File: config.mk
export PLATFORM = sky130hd
export DESIGN_NAME = counter8_bus_ctrl_flat
export DESIGN_NICKNAME = d
export VERILOG_FILES = /design/src/rtl/counter8_bus_ctrl_if.sv /design/src/rtl/counter8_bus_ctrl.sv /design/src/flat_wrapper.sv
export SDC_FILE = /design/constraint.sdc
export NUM_CORES = 1
export LEC_CHECK = 0
export ABC_AREA = 1
export BUFFER_PORTS_ARGS = -buffer_cell sky130_fd_sc_hd__buf_2
export CAP_MARGIN = 20
export CORE_ASPECT_RATIO = 0.9
export CORE_MARGIN = 2
export CORE_UTILIZATION = 48
export DETAILED_ROUTE_END_ITERATION = 6
export MAX_ROUTING_LAYER = met4
export PLACE_DENSITY = 0.84
export SETUP_SLACK_MARGIN = 0.5
export SLEW_MARGIN = 20
export SYNTH_ARGS = -nofsm -noshare
export SYNTH_HDL_FRONTEND = slang
export SYNTH_SLANG_ARGS = --single-unit
File: constraint.sdc
create_clock -name clk -period 2.2 [get_ports clk]
set_input_delay 0.22 -clock clk [delete_from_list [all_inputs] [get_ports clk]]
set_output_delay 0.22 -clock clk [all_outputs]
set_load 0.02 [all_outputs]
File: src/rtl/counter8_bus_ctrl_if.sv
// Requester and counter-side signal bundle for counter8_bus_ctrl.
// The slave modport is the controller; the master modport is the requester/counter side.
interface counter8_bus_ctrl_if #(
  parameter int NREQ = 4,
  parameter int IDXW = 2
);
  logic [NREQ-1:0]   req;
  logic [NREQ-1:0]   op;
  logic [NREQ*8-1:0] wdata;
  logic              count_en;
  logic [NREQ-1:0]   gnt;
  logic [IDXW-1:0]   gnt_idx;
  logic              ack;
  logic [7:0]        rdata;
  logic              busy;
  logic              cnt_load;
  logic [7:0]        cnt_load_val;
  logic              cnt_en;
  logic              cnt_oe;
  logic [7:0]        cnt_q;

  modport slave (
    input  req, op, wdata, count_en, cnt_q,
    output gnt, gnt_idx, ack, rdata, busy, cnt_load, cnt_load_val, cnt_en, cnt_oe
  );

  modport master (
    output req, op, wdata, count_en, cnt_q,
    input  gnt, gnt_idx, ack, rdata, busy, cnt_load, cnt_load_val, cnt_en, cnt_oe
  );
endinterface

File: src/rtl/counter8_bus_ctrl.sv
// Round-robin controller sharing one loadable tri-state 8-bit counter among NREQ requesters.
// Optional macro COUNTER_FREEZE_ON_READ_EN freezes the count during DRIVE/SAMPLE of a read.
module counter8_bus_ctrl #(
  parameter int NREQ = 4,
  parameter int IDXW = 2
) (
  input  logic               clk,
  input  logic               arst,
  counter8_bus_ctrl_if.slave bus
);

  typedef enum logic [2:0] {
    S_IDLE,
    S_GRANT,
    S_LOAD,
    S_DRIVE,
    S_SAMPLE,
    S_ACK
  } state_t;

  state_t          state, state_nxt;
  logic            win_vld;
  logic [IDXW-1:0] win_idx;
  logic [IDXW-1:0] cand;
  logic            op_l;
  logic [7:0]      wdata_l;

  logic [NREQ-1:0] gnt_nxt;
  logic [IDXW-1:0] gnt_idx_nxt;
  logic            ack_nxt;
  logic            busy_nxt;
  logic            load_nxt;
  logic [7:0]      load_val_nxt;
  logic            oe_nxt;

  // Scan downward so the last hit is the first requester above the last grantee.
  always_comb begin
    win_vld = 1'b0;
    win_idx = '0;
    cand    = '0;
    for (int k = NREQ; k >= 1; k--) begin
      cand = IDXW'((int'(bus.gnt_idx) + k) % NREQ);
      if (bus.req[cand]) begin
        win_vld = 1'b1;
        win_idx = cand;
      end
    end
  end

  always_comb begin
    state_nxt   = state;
    gnt_nxt     = bus.gnt;
    gnt_idx_nxt = bus.gnt_idx;
    unique case (state)
      S_IDLE: begin
        if (win_vld) begin
          state_nxt         = S_GRANT;
          gnt_nxt           = '0;
          gnt_nxt[win_idx]  = 1'b1;
          gnt_idx_nxt       = win_idx;
        end
      end
      S_GRANT:  state_nxt = op_l ? S_LOAD : S_DRIVE;
      S_LOAD:   state_nxt = S_ACK;
      S_DRIVE:  state_nxt = S_SAMPLE;
      S_SAMPLE: state_nxt = S_ACK;
      S_ACK: begin
        state_nxt = S_IDLE;
        gnt_nxt   = '0;
      end
      default:  state_nxt = S_IDLE;
    endcase
    // Outputs are decoded from the next state so the registered pins line up with the state.
    ack_nxt      = (state_nxt == S_ACK);
    busy_nxt     = (state_nxt != S_IDLE);
    load_nxt     = (state_nxt == S_LOAD);
    load_val_nxt = (state_nxt == S_LOAD) ? wdata_l : 8'h00;
    oe_nxt       = (state_nxt == S_DRIVE) || (state_nxt == S_SAMPLE);
  end

  always_ff @(posedge clk or posedge arst) begin
    if (arst) begin
      state            <= S_IDLE;
      bus.gnt          <= '0;
      bus.gnt_idx      <= IDXW'(NREQ - 1);
      bus.ack          <= 1'b0;
      bus.busy         <= 1'b0;
      bus.cnt_load     <= 1'b0;
      bus.cnt_load_val <= 8'h00;
      bus.cnt_oe       <= 1'b0;
      bus.rdata        <= 8'h00;
      op_l             <= 1'b0;
    end else begin
      state            <= state_nxt;
      bus.gnt          <= gnt_nxt;
      bus.gnt_idx      <= gnt_idx_nxt;
      bus.ack          <= ack_nxt;
      bus.busy         <= busy_nxt;
      bus.cnt_load     <= load_nxt;
      bus.cnt_load_val <= load_val_nxt;
      bus.cnt_oe       <= oe_nxt;
      if (state == S_IDLE && win_vld) op_l <= bus.op[win_idx];
      if (state == S_SAMPLE) bus.rdata <= bus.cnt_q;
    end
  end

  always_ff @(posedge clk) begin
    if (state == S_IDLE && win_vld) wdata_l <= bus.wdata[8*int'(win_idx) +: 8];
  end

`ifdef COUNTER_FREEZE_ON_READ_EN
  assign bus.cnt_en = !arst && bus.count_en && !((state == S_DRIVE) || (state == S_SAMPLE));
`else
  assign bus.cnt_en = !arst && bus.count_en;
`endif

endmodule

File: src/flat_wrapper.sv
// flat-port wrapper written by rule: the top's interface ports become plain ports
module counter8_bus_ctrl_flat 
#(
  parameter int NREQ = 4,
  parameter int IDXW = 2
)
  (clk, arst, bus_req, bus_op, bus_wdata, bus_count_en, bus_cnt_q, bus_gnt, bus_gnt_idx, bus_ack, bus_rdata, bus_busy, bus_cnt_load, bus_cnt_load_val, bus_cnt_en, bus_cnt_oe);
  counter8_bus_ctrl_if #(.NREQ(NREQ), .IDXW(IDXW)) bus_i ();
  input  logic clk;
  input  logic arst;
  input wire logic [$bits(bus_i.req)-1:0] bus_req;
  input wire logic [$bits(bus_i.op)-1:0] bus_op;
  input wire logic [$bits(bus_i.wdata)-1:0] bus_wdata;
  input wire logic [$bits(bus_i.count_en)-1:0] bus_count_en;
  input wire logic [$bits(bus_i.cnt_q)-1:0] bus_cnt_q;
  output wire logic [$bits(bus_i.gnt)-1:0] bus_gnt;
  output wire logic [$bits(bus_i.gnt_idx)-1:0] bus_gnt_idx;
  output wire logic [$bits(bus_i.ack)-1:0] bus_ack;
  output wire logic [$bits(bus_i.rdata)-1:0] bus_rdata;
  output wire logic [$bits(bus_i.busy)-1:0] bus_busy;
  output wire logic [$bits(bus_i.cnt_load)-1:0] bus_cnt_load;
  output wire logic [$bits(bus_i.cnt_load_val)-1:0] bus_cnt_load_val;
  output wire logic [$bits(bus_i.cnt_en)-1:0] bus_cnt_en;
  output wire logic [$bits(bus_i.cnt_oe)-1:0] bus_cnt_oe;
  assign bus_i.req = bus_req;
  assign bus_i.op = bus_op;
  assign bus_i.wdata = bus_wdata;
  assign bus_i.count_en = bus_count_en;
  assign bus_i.cnt_q = bus_cnt_q;
  assign bus_gnt = bus_i.gnt;
  assign bus_gnt_idx = bus_i.gnt_idx;
  assign bus_ack = bus_i.ack;
  assign bus_rdata = bus_i.rdata;
  assign bus_busy = bus_i.busy;
  assign bus_cnt_load = bus_i.cnt_load;
  assign bus_cnt_load_val = bus_i.cnt_load_val;
  assign bus_cnt_en = bus_i.cnt_en;
  assign bus_cnt_oe = bus_i.cnt_oe;
  counter8_bus_ctrl #(.NREQ(NREQ), .IDXW(IDXW)) u_core (.clk(clk), .arst(arst), .bus(bus_i));
endmodule
**Yosys cells after proc, flatten, opt, wreduce, memory -nomap -nowiden**

Cells that the tools add are included.

- Bits in registers: 38
- Input port bits: 51
- Output and inout port bits: 27

- Magnitude comparators: 6
- Shifts and indexed selects: 1
- Mux-type cells: 26
- Eq/ne operators: 10
- $add $sub $neg: 4
- Reductions and logical operators: 11

Operator list:

| kind | number |
|---|---|
| 32-bit by 6-bit indexed part select with 8-bit output | 1 |
| 2-bit by 3-bit less-than comparator with 1-bit output, second input constant | 5 |
| 3-bit by 2-bit equality test with 1-bit output, second input constant | 4 |
| 3-bit equality test, second input constant | 4 |
| 3-bit one-hot mux with 4 select lines | 1 |
| 1-bit 2-to-1 mux | 11 |
| 1-bit binary-select mux with 2-bit select | 5 |
| 2-bit 2-to-1 mux | 4 |
| 8-bit 2-to-1 mux | 1 |
| 4-bit one-hot mux with 2 select lines | 1 |
| 2-bit by 1-bit adder with 2-bit output, second input constant | 2 |
| 2-bit adder, second input constant | 2 |
| 4-bit 2-to-1 mux | 1 |
| 2-bit AND reduction | 2 |
| 3-bit by 1-bit equality test with 1-bit output, second input constant | 1 |
| 1-bit logical AND | 3 |
| 3-bit logical NOT | 1 |
| 3-bit 2-to-1 mux | 1 |
| 3-bit nonzero test | 1 |
| 1-bit demux with 2-bit select | 1 |
| 2-bit by 1-bit >= comparator with 1-bit output, second input constant | 1 |
| 2-bit by 1-bit != test with 1-bit output, second input constant | 1 |
| 2-bit nonzero test | 1 |
| 2-bit OR reduction | 1 |
| 2 further kinds | 2 |

**Depth between registers and ports, before layout**

Gate-level depths: netlist of the first run.

- Depth after elaboration: 13
- Depth in mapped cells: 16

**Worst setup path after synthesis of the first run**

No wires, ideal clock.

- Path kind: register to register
- From: register u_core.bus.gnt_idx[0]
- To: register u_core.wdata_l[1], data pin
- Library setup time: 0.252 ns
- Path buffers: 2
- Required time: 1.948 ns
- Slack: 0.248 ns
- Data arrival time: 1.700 ns
- Cell stages (with the launch flop): 15
- Period minus slack after synthesis: 1.952 ns
- Cells stage by stage: dfstp_2 -> buf_6 -> inv_6 -> nand2_1 -> and2_1 -> nor2_2 -> nor2_2 -> nand3_4 -> nand2_8 -> inv_6 -> buf_8 -> nand2_1 -> nand2_1 -> nand2_1 -> nand2_1

- Longest elaborated chain between the ends: 8
- Elaborated cells between the ends (all ways): 17
- Classes of those cells: add/sub (4); shift (1); mux (12)

Ends and longest elaborated chain:

| item | line | source |
|---|---|---|
| from (decl) | counter8_bus_ctrl_if.sv:24 | `output gnt, gnt_idx, ack, rdata, busy, cnt_load, cnt_load_val, cnt_en, cnt_oe` |
| from (signal assigned) | counter8_bus_ctrl.sv:85 | `bus.gnt_idx <= IDXW'(NREQ - 1);` |
| from (signal assigned) | counter8_bus_ctrl.sv:96 | `bus.gnt_idx <= gnt_idx_nxt;` |
| 2-bit by 1-bit adder with 2-bit output | counter8_bus_ctrl.sv:42 | `cand = IDXW'((int'(bus.gnt_idx) + k) % NREQ);` |
| 1-bit binary-select mux with 2-bit select | counter8_bus_ctrl.sv:43 | `if (bus.req[cand]) begin` |
| 1-bit 2-to-1 mux (not written as such) | counter8_bus_ctrl.sv:43 |  |
| 2-bit 2-to-1 mux (3 in series) | counter8_bus_ctrl.sv:43 |  |
| 2-bit 2-to-1 mux (*) | counter8_bus_ctrl.sv:43 |  |
| 32-bit by 6-bit indexed part select with 8-bit output (*) | counter8_bus_ctrl.sv:108 | `if (state == S_IDLE && win_vld) wdata_l <= bus.wdata[8*int'(win_idx) +: 8];` |
| to (signal assigned) | counter8_bus_ctrl.sv:108 |  |
| to (decl) | counter8_bus_ctrl.sv:26 | `logic [7:0] wdata_l;` |

Every way passes the cells marked *; elsewhere a longest branch is shown, timed or not. The select of a mux whose other input is x is not followed.
A chain may end at the register's enable or synchronous reset.

**Final worst setup path of the first run**

- From: register u_core.bus.gnt_idx[0]
- To: register u_core.wdata_l[4], data pin

The elaborated chain is that of the path after synthesis.

==> results.cfg, run 1 <==
[floorplanning]
start_util_pct = 49.2
design.core.area_um2 = 3990
rows = 22
die_w_um = 71.4
dieArea_um2 = 4620
fp.dieH_um = 64.7
pin_count = 78

[global_route]
grt_use_total_pct = 24.9
grt_overflow = 0
antenna_found_initial = 0
grt_max_degree = 31
grt_pass1_wl_mm = 8.77
grt_pass1_vias = 2019

[sta]
fin_setup_tns_ps = 0
finalHoldViolCount = 7
clock_skew_ps = 11.7
fin_crit_sh_pct = 93.1
rsz0062_at_grt = yes
setup_viol = 0
tightest_slew_ps = 823
max_slew_margin_pct = 44.7
drv_slew = 0
timing.fmax_ghz = 0.488
period_minus_slack_ps = 2050
whs_ps = -5.55

[cells_and_area]
final_common_cell = nand2_1
final_cell_mix = nand2_1, buf_2, nand2_2, dfrtp_1, inv_1
drive_gt1_share_pct = 55.2
syn_to_final_growth_pct = 62.4
final_nets = 418
antennaDiodeCount = 0

[worst_setup_path]
r2r-start = u_core.bus.gnt_idx[0]
r2r_end = u_core.wdata_l[4]
endpoint = u_core.wdata_l[4]
cp_max_fo = 7
rr_worst_depth = 14
endpoint_kind = register
critPathLaunchType = register
cp.arrival_ps = 2100
required_ps = 2250
rrSetupSlack_ps = 150
cp-startpoint = u_core.bus.gnt_idx[0]
worstSetupPathType = reg2reg

[place]
io_buffers = 77
gp_congestion = 0.890
hpwl_mm = 3.29

[synth]
yosysSeqAreaShare_pct = 50.6
synthAdderAreaFrac_pct = 0
yosysUniqueCellTypes = 27
synthMuxAreaShare_pct = 0
ys_ff_latch = 38
synthSimpleGateAreaFrac_pct = 36.2
ys_warn_count = 0
netlist_instances = 255
avgSynthCellArea_um2 = 7.69
synth_top_family_by_area = simple AND/OR/NAND/NOR gates
synth_xor_area_share_pct = 0
synth_compound_area_share_pct = 3.89
synth_nets = 306
syn-cell-area_um2 = 1960

[flow_run]
max_cap_violations = 0

[status]
violations = negative hold slack
run_status = finished, violations left

[drt]
routed_via_density = 5.21
wire_per_inst_um = 15.6
drcViolationCount = 0
postRouteAntennaNets = 0
drt-total-wl_mm = 6.48
firstDrtPassIters = 5
drt_iter0_markers = 156
num_vias = 2169

[cts]
cts_num_sinks = 38
cts_inserted_buffers = 5
cts_max_level = 2
clk_pin_slew_ps = 80
tritoncts = built
root_buffer = clkbuf_8
insertion_delay_ps = 290
clockBufferDepth = 2

[hold_path]
hold_class = in2async
==> worst min-delay path by stage <==
stage / startpoint / to / cells after the start
5_1_grt: arst / u_core.bus.cnt_load_val[2] / 3
6_report: arst / u_core.bus.gnt[1] / 3
4_1_cts: arst / u_core.bus.gnt[0] / 3
3_3_place_gp: arst / u_core.bus.rdata[2] / 3
3_5_place_dp: arst / u_core.bus.busy / 3
2_1_floorplan: arst / u_core.bus.ack / 1
==> timing repair <==
| item | 4_1_cts | 5_1_grt |
|---|---|---|
| hold buffers | 0 | 0 |
| pin swaps | 25 | 27 |
| endpoints found under the setup margin | 43 | 41 |
| buffers inserted | 20 | 5 |
| cloned | 5 | 0 |
| resized for setup | 64 | 51 |
==> critical path: stages, from the launching register on <==
cell	delay, ps
dfstp_2	570
buf_12	130
inv_8	50
nand2_4	60
nand2_4	60
nand2_2	110
nand2_2	90
inv_4	80
nand3_4	120
nand2_8	150
clkinv_8	110
nand2_1	80
nand2_1	50
nand2_1	80
nand2_1	70
==> registers in the layout (all words and copies together), names as in the netlist <==
| signal | flops |
|---|---|
| u_core.state | 3 |
| u_core.op_l | 1 |
| u_core.bus.cnt_oe | 1 |
| u_core.bus.ack | 1 |
| u_core.bus.busy | 1 |
| u_core.bus.cnt_load_val | 8 |
| u_core.bus.gnt | 4 |
| u_core.bus.rdata | 8 |
| u_core.wdata_l | 8 |
| u_core.bus.cnt_load | 1 |
| u_core.bus.gnt_idx | 2 |
==> Yosys cell counts, drive strengths merged <==
master / number / share of area [%]
a21oi: 3 / 0.77
dfrtp: 28 / 36
and2: 1 / 0.32
nor2: 19 / 4.4
nand2: 130 / 27
nand3: 14 / 4.5
a211oi: 1 / 0.38
nor3: 1 / 0.25
inv: 33 / 6.8
edfxtp: 8 / 12
o21ai: 8 / 2.0
dfstp: 2 / 2.7
buf: 4 / 2.3
o31ai: 1 / 0.38
o22ai: 1 / 0.32
clkinv: 1 / 0.19
==> per-layer routing <==
layer,global-route usage [%],share of wire (%),vias up,routed length (um)
met4,11.3,3.6,0,235
met1,28.1,36,991,2320
li1,-,-,1003,-
met3,5.29,8.8,27,568
met2,42.7,52,148,3350
met5,-,0,-,0
==> per-stage QoR <==
step                cells  instance area [um^2]  util (%)  worst slack, ps  hold slack [ps]
finish                416                  3190      79.8              152            -5.55
global route          416                  3190      79.8             55.7             57.6
CTS                   411                  2940      73.6              313             6.83
detailed placement    378                  2400      60.1              167              319
global placement      378                  2400      60.1              230              317
floorplan             255                  1990         -              248              309
==> cell families after synthesis <==
kind of cell           after synthesis
buffers and inverters               38
AOI/OAI and AO/OA                   14
DFF                                 38
and+or+nand+nor                    165
==> area by class of cell <==
class	instances	area, um^2
Clock inverter	2	12.5
Multi-Input combinational cell	181	1160
Clock buffer	6	82.6
Timing Repair Buffer	105	687
Fill cell	225	806
Sequential cell	38	993
Timing Repair inverter	2	22.5
Tap cell	48	60.1
Inverter	34	163
Power of run 1 is not shown: default switching activity piles up to over one toggle a cycle in this logic, so the estimate is an artifact.
==> run 2, diff against run 1 <==
CELL_PAD_IN_SITES_DETAIL_PLACEMENT = 1   (was not set)
CELL_PAD_IN_SITES_GLOBAL_PLACEMENT = 1   (was not set)
CORE_UTILIZATION = 34   (was 48)
PLACE_DENSITY = not set   (was 0.84)
PLACE_DENSITY_LB_ADDON = 0.1   (was not set)
==> results.cfg, run 2 (synthesis gave the netlist of run 1 again) <==
[global_route]
antenna_found_initial = 0
grt_overflow = 0
grt_use_total_pct = 20.6
grt_max_degree = 31
grt_pass1_vias = 2159
grt_pass1_wl_mm = 10.3

[sta]
drv_slew = 0
fin_crit_sh_pct = 97.3
setup_viol = 0
period_minus_slack_ps = 2140
tightest_slew_ps = 863
rsz0062_at_grt = yes
timing.fmax_ghz = 0.467
whs_ps = 5.07
max_slew_margin_pct = 42.0
clock_skew_ps = 6.29
finalHoldViolCount = 0
fin_setup_tns_ps = 0

[cts]
clk_pin_slew_ps = 80
tritoncts = built
cts_inserted_buffers = 5
clockBufferDepth = 2
root_buffer = clkbuf_8
hold_buffers = 0
cts_max_level = 2
insertion_delay_ps = 290
cts_num_sinks = 38

[hold_path]
hold_class = in2async

[flow_run]
max_cap_violations = 0

[floorplanning]
fp.dieH_um = 76.1
pin_count = 78
design.core.area_um2 = 5630
rows = 26
die_w_um = 84.1
dieArea_um2 = 6390
start_util_pct = 34.9

[place]
gp_congestion = 0.824
io_buffers = 77
hpwl_mm = 4.06

[drt]
drcViolationCount = 0
drt-total-wl_mm = 7.53
num_vias = 2150
routed_via_density = 4.83
wire_per_inst_um = 16.9
firstDrtPassIters = 4
drt_iter0_markers = 81
postRouteAntennaNets = 0

[cells_and_area]
drive_gt1_share_pct = 58.1
final_nets = 425
syn_to_final_growth_pct = 71.3
final_common_cell = buf_2
final_cell_mix = buf_2, nand2_1, nand2_2
multi_input_area_um2 = 1210
antennaDiodeCount = 0
seq_area_um2 = 993
reg.largest.list = u_core.bus.cnt_load_val x8, u_core.bus.rdata x8, u_core.wdata_l x8
fillers = 674

[worst_setup_path]
required_ps = 2350
endpoint_kind = register
worstSetupPathType = reg2reg
cp_max_fo = 7
critPathLaunchType = register
cp.arrival_ps = 2290

[power]
irDropWorstVdd_mv = 1.07
p_leak_nw = 1.83
powerDensity_nw_per_um2 = 2050

[status]
run_status = finished clean
[run 2: worst paths after layout]
kind / slack (ps) / start / end / depth (start not counted)
min in group clk: 140 / bus_cnt_q[7] / u_core.bus.rdata[7] / 3
max reg2reg: 60 / u_core.bus.gnt_idx[1] / u_core.wdata_l[3] / 14
min reg2reg: 470 / u_core.op_l / u_core.bus.cnt_oe / 1
max in group asynchronous: 1870 / arst / u_core.bus.gnt_idx[1] / 3
max: 60 / u_core.bus.gnt_idx[1] / u_core.wdata_l[3] / 14
min: 5 / arst / u_core.bus.ack / 3
[run 2: what timing repair did]
action                                  in CTS  in global routing
pin swaps                                   11                 55
hold endpoints to repair                     0                  0
resized for setup                           62                 70
setup buffers                               16                 16
endpoints found under the setup margin      34                 43
cloned                                       2                  2
[run 2: layout make-up]
type	count	share of cell area (%)
Timing Repair inverter	1	0.261
Clock buffer	5	2.05
Multi-Input combinational cell	182	36.0
Inverter	34	5.29
Sequential cell	38	29.6
Timing Repair Buffer	112	23.1
Clock inverter	3	1.19
Tap cell	70	2.61
[run 2: layer usage]
layer / wire [um] / GRT usage [%]
met3: 294 / 4.01
met5: 0 / -
met2: 3940 / 35.5
met1: 3100 / 24.1
met4: 198 / 7.10
[run 2: report_power, final]
group | internal, mW | switching, mW | leakage, nW
registers | 1.11 | 0.158 | 0.460
clock network | 0.334 | 0.245 | 0.0579
logic | 2.07 | 2.98 | 1.31
total | 3.51 | 3.38 | 1.83
[run 2: stage by stage]
step / util (%) / worst slack (ps) / instance area [um^2] / power, mW / cells
finish: 59.7 / 60.0 / 3360 / 6.90 / 445
global route: 59.7 / -12.7 / 3360 / 7.34 / 445
CTS: 52.2 / 219 / 2940 / 5.57 / 427
detailed placement: 43.2 / 92.2 / 2430 / 3.81 / 401
global placement: 43.2 / 135 / 2430 / 3.72 / 401
floorplan: - / 248 / 1990 / 3.26 / 255
[run 2: worst max-delay path: stages, from the launching register on]
cell      delay (ps)
dfstp_2          670
inv_4            100
nand2_2           90
nand2_4           70
nand2_4           80
nand3_2           70
nand2_2           90
nand2_2           80
nand2_2          100
nand2_2           80
nand2_4          140
clkinv_8          90
nor2_4           160
nand2_2           70
nand3_1          110
(Power assumes the default switching activity.)
